[src/rtl/sprite_layer_ctrl_if.sv]
// Pixel position, sprite configuration, ROM port and pixel result signals of the sprite layer.
// master: video timing / host side; slave: sprite_layer_ctrl.
interface sprite_layer_ctrl_if #(
  parameter int unsigned NUM_SPR    = 4,
  parameter int unsigned NUM_FRAMES = 2,
  parameter int unsigned ADDR_W     = 14
);
  localparam int unsigned IdxW   = (NUM_SPR > 1) ? $clog2(NUM_SPR) : 1;
  localparam int unsigned FrameW = (NUM_FRAMES > 1) ? $clog2(NUM_FRAMES) : 1;

  // Scan position
  logic [9:0]        DrawX;
  logic [9:0]        DrawY;
  logic              blank;
  // Shadow register writes
  logic              cfg_we;
  logic [IdxW-1:0]   cfg_idx;
  logic [9:0]        cfg_x;
  logic [9:0]        cfg_y;
  logic              cfg_vis;
  logic              cfg_pending;
  // Sprite ROM
  logic [ADDR_W-1:0] rom_address;
  logic [3:0]        rom_q;
  // Pixel result
  logic [3:0]        pix_index;
  logic              pix_hit;
  logic [IdxW-1:0]   pix_sprite;
  logic [FrameW-1:0] anim_frame;

  modport master (
    output DrawX, DrawY, blank,
    output cfg_we, cfg_idx, cfg_x, cfg_y, cfg_vis,
    output rom_q,
    input  cfg_pending, rom_address, pix_index, pix_hit, pix_sprite, anim_frame
  );

  modport slave (
    input  DrawX, DrawY, blank,
    input  cfg_we, cfg_idx, cfg_x, cfg_y, cfg_vis,
    input  rom_q,
    output cfg_pending, rom_address, pix_index, pix_hit, pix_sprite, anim_frame
  );
endinterface

[src/rtl/sprite_layer_ctrl.sv]
// Sprite layer controller: shares one animated sprite ROM among NUM_SPR sprite instances.
// Per pixel it picks the highest-priority (lowest-index) sprite covering (DrawX, DrawY),
// addresses the ROM (including the animation frame offset) and qualifies the returned
// palette index against transparency and blanking. Position/visibility registers are
// double-buffered and, like the animation counter, only change at the start of vblank.
module sprite_layer_ctrl #(
  parameter int unsigned NUM_SPR    = 4,
  parameter int unsigned SPR_W      = 70,
  parameter int unsigned SPR_H      = 70,
  parameter int unsigned NUM_FRAMES = 2,
  parameter int unsigned FRAME_DIV  = 8,
  parameter int unsigned ADDR_W     = 14,
  parameter int unsigned V_ACTIVE   = 480,
  parameter logic [3:0]  TRANSP     = 4'h0
) (
  input logic                vga_clk,
  input logic                reset,
  sprite_layer_ctrl_if.slave bus
);
  localparam int unsigned IdxW      = (NUM_SPR > 1) ? $clog2(NUM_SPR) : 1;
  localparam int unsigned FrameW    = (NUM_FRAMES > 1) ? $clog2(NUM_FRAMES) : 1;
  localparam int unsigned DivW      = (FRAME_DIV > 1) ? $clog2(FRAME_DIV) : 1;
  localparam int unsigned FrameSize = SPR_W * SPR_H;

  localparam logic [10:0]       SprW11   = 11'(SPR_W);
  localparam logic [10:0]       SprH11   = 11'(SPR_H);
  localparam logic [9:0]        VActive  = 10'(V_ACTIVE);
  localparam logic [DivW-1:0]   DivMax   = DivW'(FRAME_DIV - 1);
  localparam logic [FrameW-1:0] FrameMax = FrameW'(NUM_FRAMES - 1);

  // Active (used for rendering) and shadow (written by host) sprite registers
  logic [9:0]         act_x_q [NUM_SPR];
  logic [9:0]         act_y_q [NUM_SPR];
  logic [NUM_SPR-1:0] act_vis_q;
  logic [9:0]         shd_x_q [NUM_SPR];
  logic [9:0]         shd_y_q [NUM_SPR];
  logic [NUM_SPR-1:0] shd_vis_q;

  logic [DivW-1:0]    div_q;
  logic [FrameW-1:0]  anim_q;
  logic               pending_q;
  logic [9:0]         prev_y_q;
  logic               apply;

  // Stage 1 (winner / address) and stage 2 (qualified pixel) registers
  logic [ADDR_W-1:0]  rom_addr_q;
  logic               s1_hit_q;
  logic [IdxW-1:0]    s1_idx_q;
  logic               s1_blank_q;
  logic [3:0]         pix_index_q;
  logic               pix_hit_q;
  logic [IdxW-1:0]    pix_sprite_q;

  // Stage 1 combinational results
  logic [NUM_SPR-1:0] hit_vec;
  logic               hit_d;
  logic [IdxW-1:0]    win_d;
  logic [9:0]         win_x;
  logic [9:0]         win_y;
  logic [9:0]         row_off;
  logic [9:0]         col_off;
  logic [ADDR_W-1:0]  addr_d;
  logic               opaque;

  // Start of vblank: first cycle on which DrawY reaches V_ACTIVE
  assign apply = (bus.DrawY == VActive) && (prev_y_q != VActive);

  // Shadow writes, shadow-to-active copy and animation stepping at each apply event.
  // A write on the apply cycle lands in shadow only, so pending stays set for the next one.
  always_ff @(posedge vga_clk) begin
    if (reset) begin
      for (int i = 0; i < int'(NUM_SPR); i++) begin
        act_x_q[i] <= '0;
        act_y_q[i] <= '0;
        shd_x_q[i] <= '0;
        shd_y_q[i] <= '0;
      end
      act_vis_q <= '0;
      shd_vis_q <= '0;
      div_q     <= '0;
      anim_q    <= '0;
      pending_q <= 1'b0;
      prev_y_q  <= VActive;
    end else begin
      prev_y_q <= bus.DrawY;
      if (apply) begin
        for (int i = 0; i < int'(NUM_SPR); i++) begin
          act_x_q[i] <= shd_x_q[i];
          act_y_q[i] <= shd_y_q[i];
        end
        act_vis_q <= shd_vis_q;
        pending_q <= 1'b0;
        if (div_q == DivMax) begin
          div_q  <= '0;
          anim_q <= (anim_q == FrameMax) ? '0 : anim_q + FrameW'(1);
        end else begin
          div_q <= div_q + DivW'(1);
        end
      end
      if (bus.cfg_we) begin
        shd_x_q[bus.cfg_idx]   <= bus.cfg_x;
        shd_y_q[bus.cfg_idx]   <= bus.cfg_y;
        shd_vis_q[bus.cfg_idx] <= bus.cfg_vis;
        pending_q              <= 1'b1;
      end
    end
  end

  // Per-sprite hit test; 11-bit sums keep sprites hanging past 1023 from wrapping to 0.
  always_comb begin
    hit_vec = '0;
    for (int i = 0; i < int'(NUM_SPR); i++) begin
      hit_vec[i] = act_vis_q[i]
                   && ({1'b0, bus.DrawX} >= {1'b0, act_x_q[i]})
                   && ({1'b0, bus.DrawX} <  ({1'b0, act_x_q[i]} + SprW11))
                   && ({1'b0, bus.DrawY} >= {1'b0, act_y_q[i]})
                   && ({1'b0, bus.DrawY} <  ({1'b0, act_y_q[i]} + SprH11));
    end
  end

  // Priority select: scanning downwards leaves the lowest hitting index as winner.
  always_comb begin
    hit_d = 1'b0;
    win_d = '0;
    win_x = '0;
    win_y = '0;
    for (int i = int'(NUM_SPR) - 1; i >= 0; i--) begin
      if (hit_vec[i]) begin
        hit_d = 1'b1;
        win_d = IdxW'(i);
        win_x = act_x_q[i];
        win_y = act_y_q[i];
      end
    end
  end

  // ROM address: frame base + row-major offset inside the winning sprite.
  always_comb begin
    row_off = bus.DrawY - win_y;
    col_off = bus.DrawX - win_x;
    addr_d  = '0;
    if (hit_d) begin
      addr_d = ADDR_W'(anim_q) * ADDR_W'(FrameSize)
             + ADDR_W'(row_off) * ADDR_W'(SPR_W)
             + ADDR_W'(col_off);
    end
  end

  // A transparent winner masks the pixel; lower-priority sprites do not show through.
  assign opaque = s1_hit_q && s1_blank_q && (bus.rom_q != TRANSP);

  // Two-stage pixel pipeline: stage 1 registers the ROM request, stage 2 the qualified result.
  always_ff @(posedge vga_clk) begin
    if (reset) begin
      rom_addr_q   <= '0;
      s1_hit_q     <= 1'b0;
      s1_idx_q     <= '0;
      s1_blank_q   <= 1'b0;
      pix_index_q  <= '0;
      pix_hit_q    <= 1'b0;
      pix_sprite_q <= '0;
    end else begin
      rom_addr_q   <= addr_d;
      s1_hit_q     <= hit_d;
      s1_idx_q     <= win_d;
      s1_blank_q   <= bus.blank;
      pix_hit_q    <= opaque;
      pix_index_q  <= opaque ? bus.rom_q : 4'h0;
      pix_sprite_q <= s1_idx_q;
    end
  end

  assign bus.rom_address = rom_addr_q;
  assign bus.pix_index   = pix_index_q;
  assign bus.pix_hit     = pix_hit_q;
  assign bus.pix_sprite  = pix_sprite_q;
  assign bus.anim_frame  = anim_q;
  assign bus.cfg_pending = pending_q;
endmodule

[src/flat_wrapper.sv]
// flat-port wrapper written by rule: the top's interface ports become plain ports
module sprite_layer_ctrl_flat 
#(
  parameter int unsigned NUM_SPR    = 4,
  parameter int unsigned SPR_W      = 70,
  parameter int unsigned SPR_H      = 70,
  parameter int unsigned NUM_FRAMES = 2,
  parameter int unsigned FRAME_DIV  = 8,
  parameter int unsigned ADDR_W     = 14,
  parameter int unsigned V_ACTIVE   = 480,
  parameter logic [3:0]  TRANSP     = 4'h0
)
  (vga_clk, reset, bus_DrawX, bus_DrawY, bus_blank, bus_cfg_we, bus_cfg_idx, bus_cfg_x, bus_cfg_y, bus_cfg_vis, bus_rom_q, bus_cfg_pending, bus_rom_address, bus_pix_index, bus_pix_hit, bus_pix_sprite, bus_anim_frame);
  sprite_layer_ctrl_if #(.NUM_SPR(NUM_SPR), .NUM_FRAMES(NUM_FRAMES), .ADDR_W(ADDR_W)) bus_i ();
  input logic vga_clk;
  input logic reset;
  input wire logic [$bits(bus_i.DrawX)-1:0] bus_DrawX;
  input wire logic [$bits(bus_i.DrawY)-1:0] bus_DrawY;
  input wire logic [$bits(bus_i.blank)-1:0] bus_blank;
  input wire logic [$bits(bus_i.cfg_we)-1:0] bus_cfg_we;
  input wire logic [$bits(bus_i.cfg_idx)-1:0] bus_cfg_idx;
  input wire logic [$bits(bus_i.cfg_x)-1:0] bus_cfg_x;
  input wire logic [$bits(bus_i.cfg_y)-1:0] bus_cfg_y;
  input wire logic [$bits(bus_i.cfg_vis)-1:0] bus_cfg_vis;
  input wire logic [$bits(bus_i.rom_q)-1:0] bus_rom_q;
  output wire logic [$bits(bus_i.cfg_pending)-1:0] bus_cfg_pending;
  output wire logic [$bits(bus_i.rom_address)-1:0] bus_rom_address;
  output wire logic [$bits(bus_i.pix_index)-1:0] bus_pix_index;
  output wire logic [$bits(bus_i.pix_hit)-1:0] bus_pix_hit;
  output wire logic [$bits(bus_i.pix_sprite)-1:0] bus_pix_sprite;
  output wire logic [$bits(bus_i.anim_frame)-1:0] bus_anim_frame;
  assign bus_i.DrawX = bus_DrawX;
  assign bus_i.DrawY = bus_DrawY;
  assign bus_i.blank = bus_blank;
  assign bus_i.cfg_we = bus_cfg_we;
  assign bus_i.cfg_idx = bus_cfg_idx;
  assign bus_i.cfg_x = bus_cfg_x;
  assign bus_i.cfg_y = bus_cfg_y;
  assign bus_i.cfg_vis = bus_cfg_vis;
  assign bus_i.rom_q = bus_rom_q;
  assign bus_cfg_pending = bus_i.cfg_pending;
  assign bus_rom_address = bus_i.rom_address;
  assign bus_pix_index = bus_i.pix_index;
  assign bus_pix_hit = bus_i.pix_hit;
  assign bus_pix_sprite = bus_i.pix_sprite;
  assign bus_anim_frame = bus_i.anim_frame;
  sprite_layer_ctrl #(.NUM_SPR(NUM_SPR), .SPR_W(SPR_W), .SPR_H(SPR_H), .NUM_FRAMES(NUM_FRAMES), .FRAME_DIV(FRAME_DIV), .ADDR_W(ADDR_W), .V_ACTIVE(V_ACTIVE), .TRANSP(TRANSP)) u_core (.vga_clk(vga_clk), .reset(reset), .bus(bus_i));
endmodule
[config.mk]
export PLATFORM = sky130hd
export DESIGN_NAME = sprite_layer_ctrl_flat
export DESIGN_NICKNAME = d
export VERILOG_FILES = /design/src/rtl/sprite_layer_ctrl_if.sv /design/src/rtl/sprite_layer_ctrl.sv /design/src/flat_wrapper.sv
export SDC_FILE = /design/constraint.sdc
export NUM_CORES = 1
export LEC_CHECK = 0
export ABC_AREA = 1
export ABC_CLOCK_PERIOD_IN_PS = 13400
export CAP_MARGIN = 20
export CORE_MARGIN = 1.5
export CORE_UTILIZATION = 35
export DETAILED_ROUTE_END_ITERATION = 6
export GPL_TIMING_DRIVEN = 0
export MAX_ROUTING_LAYER = met4
export PLACE_DENSITY = 0.49
export SETUP_SLACK_MARGIN = 0.05
export SYNTH_ARGS = -nofsm -noshare
export SYNTH_HDL_FRONTEND = slang
export SYNTH_SLANG_ARGS = --single-unit
[constraint.sdc]
create_clock -name vga_clk -period 13.4 [get_ports vga_clk]
set_input_delay 2.68 -clock vga_clk [delete_from_list [all_inputs] [get_ports vga_clk]]
set_output_delay 2.68 -clock vga_clk [all_outputs]
set_load 0.01 [all_outputs]
==> results.py <==
metrics = {
    "yosys": {
        "synth_edf_count": 160,
        "netlist_area_um2": 15200,
        "yosysSeqAreaShare": 0.379,
        "synth-seq-cells": 208,
        "synth_area_leaders": "edfxtp_1 32%, ha_1 18%, nand2_1 7.6%",
        "ys.flop_type": "edfxtp_1",
        "syn_inst": 1775,
        "syn_nets": 2063,
        "synth-async-reset-ratio": 0,
        "syn_avg_cell_area_um2": 8.58,
        "synth_top_area_share": 0.316,
        "yosys.area.top_type": "edfxtp_1",
        "synth-warning-count": 0,
        "yosysUniqueCellTypes": 52,
    },
    "critical_path": {
        "reg2reg_depth": 49,
        "worstPathRequired_ns": 13.85,
        "critPathLaunch": "bus_DrawY[6]",
        "r2r_setup_slack_ns": 4.61,
        "arrival_ns": 11.11,
        "crit_slowest_cell": "clkdlybuf4s50_1",
        "crit_path_max_fanout": 11,
        "rr_startpoint": "u_core.act_y_q[0][11]$_SDFFCE_PN0P_",
        "cp-start-kind": "primary input",
        "r2r-end": "u_core.bus.rom_address[13]$_SDFF_PP0_",
        "cpPeakStageDelay_ns": 0.81,
        "endpoint_kind": "flop",
        "cp_common_cell": "nand2_1",
        "critPathKind": "in2reg",
    },
    "floorplan": {
        "die_width_um": 212,
        "row_count": 76,
        "num_io_pins": 74,
        "core-area_um2": 43000,
        "die_height_um": 212,
        "start_util": 0.354,
        "die_area_um2": 44800,
    },
    "final_layout": {
        "syn_to_final_growth_pct": 14.9,
        "drive_above_1_share": 0.0681,
        "finalNonFillerCells": 2480,
        "n_antenna_cell": 0,
        "layout_common_cells": "307 x nand2_1, 304 x inv_1, 227 x nor2_1, 224 x ha_1, 160 x edfxtp_1",
        "final_common_cell": "nand2_1",
        "fin_nets": 2164,
    },
    "timing": {
        "slew_violations": 0,
        "setup_viol": 0,
        "slew-limit-headroom": 0.345,
        "rsz0062_at_grt": "false",
        "min_period_over_period": 0.795,
        "fmax_ghz": 0.0939,
        "hold_viol": 0,
        "min_period_ns": 10.65,
        "clock_skew_ns": 0.0254,
        "setup_tns_ns": 0,
        "holdWs_ns": 0.444,
        "worst_pin_slew_ns": 0.980,
    },
    "power": {
        "clkPwrFrac": 0.332,
        "combPwrFrac": 0.287,
        "power.switching_uw": 624,
        "seqPwrFrac": 0.381,
        "internal-power_mw": 1.30,
        "ir_worst_vdd_v": 0.0000961,
        "p_leak_nw": 8.12,
        "p_sw_frac": 0.324,
        "power_density_nw_per_um2": 110,
    },
    "grt": {
        "grt_pass1_wl_um": 61100,
        "track_usage": 0.182,
        "antenna_found_initial": 0,
        "grt_pass1_vias": 11300,
        "gr-total-overflow": 0,
        "grt_max_degree": 55,
    },
    "clocking": {
        "cts_tree": "done",
        "post_cts_resized": 0,
        "clkTransAtPathRegs_ns": 0.06,
        "cts_max_level": 1,
        "cts_buffers": 25,
        "clock_latency_ns": 0.56,
        "cts_root_buf": "clkbuf_16",
        "clock-sinks": 208,
        "cts_setup_buffers": 0,
        "cts_hold_buf": 0,
        "clockBufferDepth": 3,
    },
    "hold_path": {
        "hp-start": "u_core.s1_idx_q[1]$_SDFF_PP0_",
        "worst_hold_path.num_cells": 2,
        "hold-path-endpoint": "u_core.bus.pix_sprite[1]$_SDFF_PP0_",
        "hold_path_class": "reg2reg",
    },
    "drt": {
        "ant_nets": 0,
        "routed_wl_um": 38700,
        "drcViolationCount": 0,
        "dr.first_iter.drc_count": 572,
        "vias": 11400,
        "firstDrtPassIters": 5,
        "viasPerCell": 4.59,
        "post_drt_wl_per_cell_um": 15.6,
    },
    "outcome": {
        "status": "complete, no violations",
    },
    "placement": {
        "port-buffer-count": 73,
        "place_congestion": 0.874,
        "hpwlAfterDp_um": 31100,
        "dp.cells": 2434,
    },
    "job": {
        "maxCapViolCount": 0,
    },
}
Yosys cell counts, types with 5 or more instances:
master,n
nand2_1,308
inv_1,304
nor2_1,227
ha_1,224
edfxtp_1,160
a21oi_1,105
xor2_1,64
nand3_1,53
dfxtp_1,48
o21ai_0,38
clkbuf_1,18
o21ai_1,18
nand4_1,17
inv_2,16
a21o_1,15
fa_1,13
nor2_4,12
or2_2,11
a21oi_2,10
nand3b_1,10
o22ai_2,10
xnor2_1,10
nor3_1,8
o22ai_1,8
o211ai_1,7
buf_2,6
buf_6,5
nand3_2,5
o21a_1,5
o21bai_1,5
routing by layer:
metal	track usage	up-vias	wire, µm
met1	0.239	5148	18800
met3	0.0194	63	1100
li1	-	5998	-
met5	-	-	0
met4	0.0534	0	1140
met2	0.297	181	17700
cell families after synthesis:
group,Yosys count,share of synthesized area
simple gates,668,0.192
buf+inv,355,0.0921
fa+ha+maj,237,0.201
compound gates,233,0.0934
flops,208,0.379
xor+xnor,74,0.0426
final cells by class:
class,instances,area [µm²]
buffer,33,191
tap,585,732
clock buffer,31,648
clock inverter,15,121
fill,4421,25500
timing repair buffer,74,758
multi-input combinational,1212,8060
sequential,208,5770
inverter,322,1210
flip-flops by register name, summed over array words and instances (netlist names):
name and cells:
u_core.div_q 3, u_core.bus.anim_frame 1, u_core.s1_hit_q 1, u_core.s1_idx_q 2, u_core.bus.pix_hit 1, u_core.bus.pix_sprite 2
u_core.act_x_q 40, u_core.act_vis_q 4, u_core.bus.cfg_pending 1, u_core.prev_y_q 10, u_core.act_y_q 40, u_core.shd_y_q 40
u_core.shd_x_q 40, u_core.s1_blank_q 1, u_core.bus.rom_address 14, u_core.bus.pix_index 4, u_core.shd_vis_q 4
power by group through the flow:
stage / Sequential, mW / Combinational, mW / Clock [mW]
4_1_cts: 0.734 / 0.562 / 0.660
6_report: 0.734 / 0.552 / 0.639
3_3_place_gp: 0.749 / 0.553 / 0
2_1_floorplan: 0.743 / 0.430 / 0
3_5_place_dp: 0.748 / 0.558 / 0
5_1_grt: 0.737 / 0.642 / 0.676
metrics by stage:
step	power [mW]	instance area, µm²	util	setup WS [ns]
after global placement	1.30	16700	0.388	2.14
after global routing	2.06	17500	0.407	1.88
after CTS	1.96	17500	0.407	2.67
final	1.92	17500	0.407	2.75
after floorplan	1.17	15200	-	4.20
after detailed placement	1.31	16700	0.389	2.08
critical path: cells and delay by family:
family          cells  cell delay [ns]
compound gates     11             1.99
simple gates       16             1.31
xor+xnor            2             0.28
buf+inv             7             1.38
fa+ha+maj           9             3.46
how the worst max path moves through the flow:
stage | endpoint | slack, ns | cells after the start
floorplan | u_core.bus.rom_address[13]$_SDFF_PP0_ | 4.20 | 43
global placement | u_core.bus.rom_address[13]$_SDFF_PP0_ | 2.14 | 45
detailed placement | u_core.bus.rom_address[13]$_SDFF_PP0_ | 2.08 | 45
CTS | u_core.bus.rom_address[13]$_SDFF_PP0_ | 2.67 | 45
global route | u_core.bus.rom_address[13]$_SDFF_PP0_ | 1.88 | 48
finish | u_core.bus.rom_address[13]$_SDFF_PP0_ | 2.75 | 45
No activity file was read; power rests on OpenSTA's default activity.
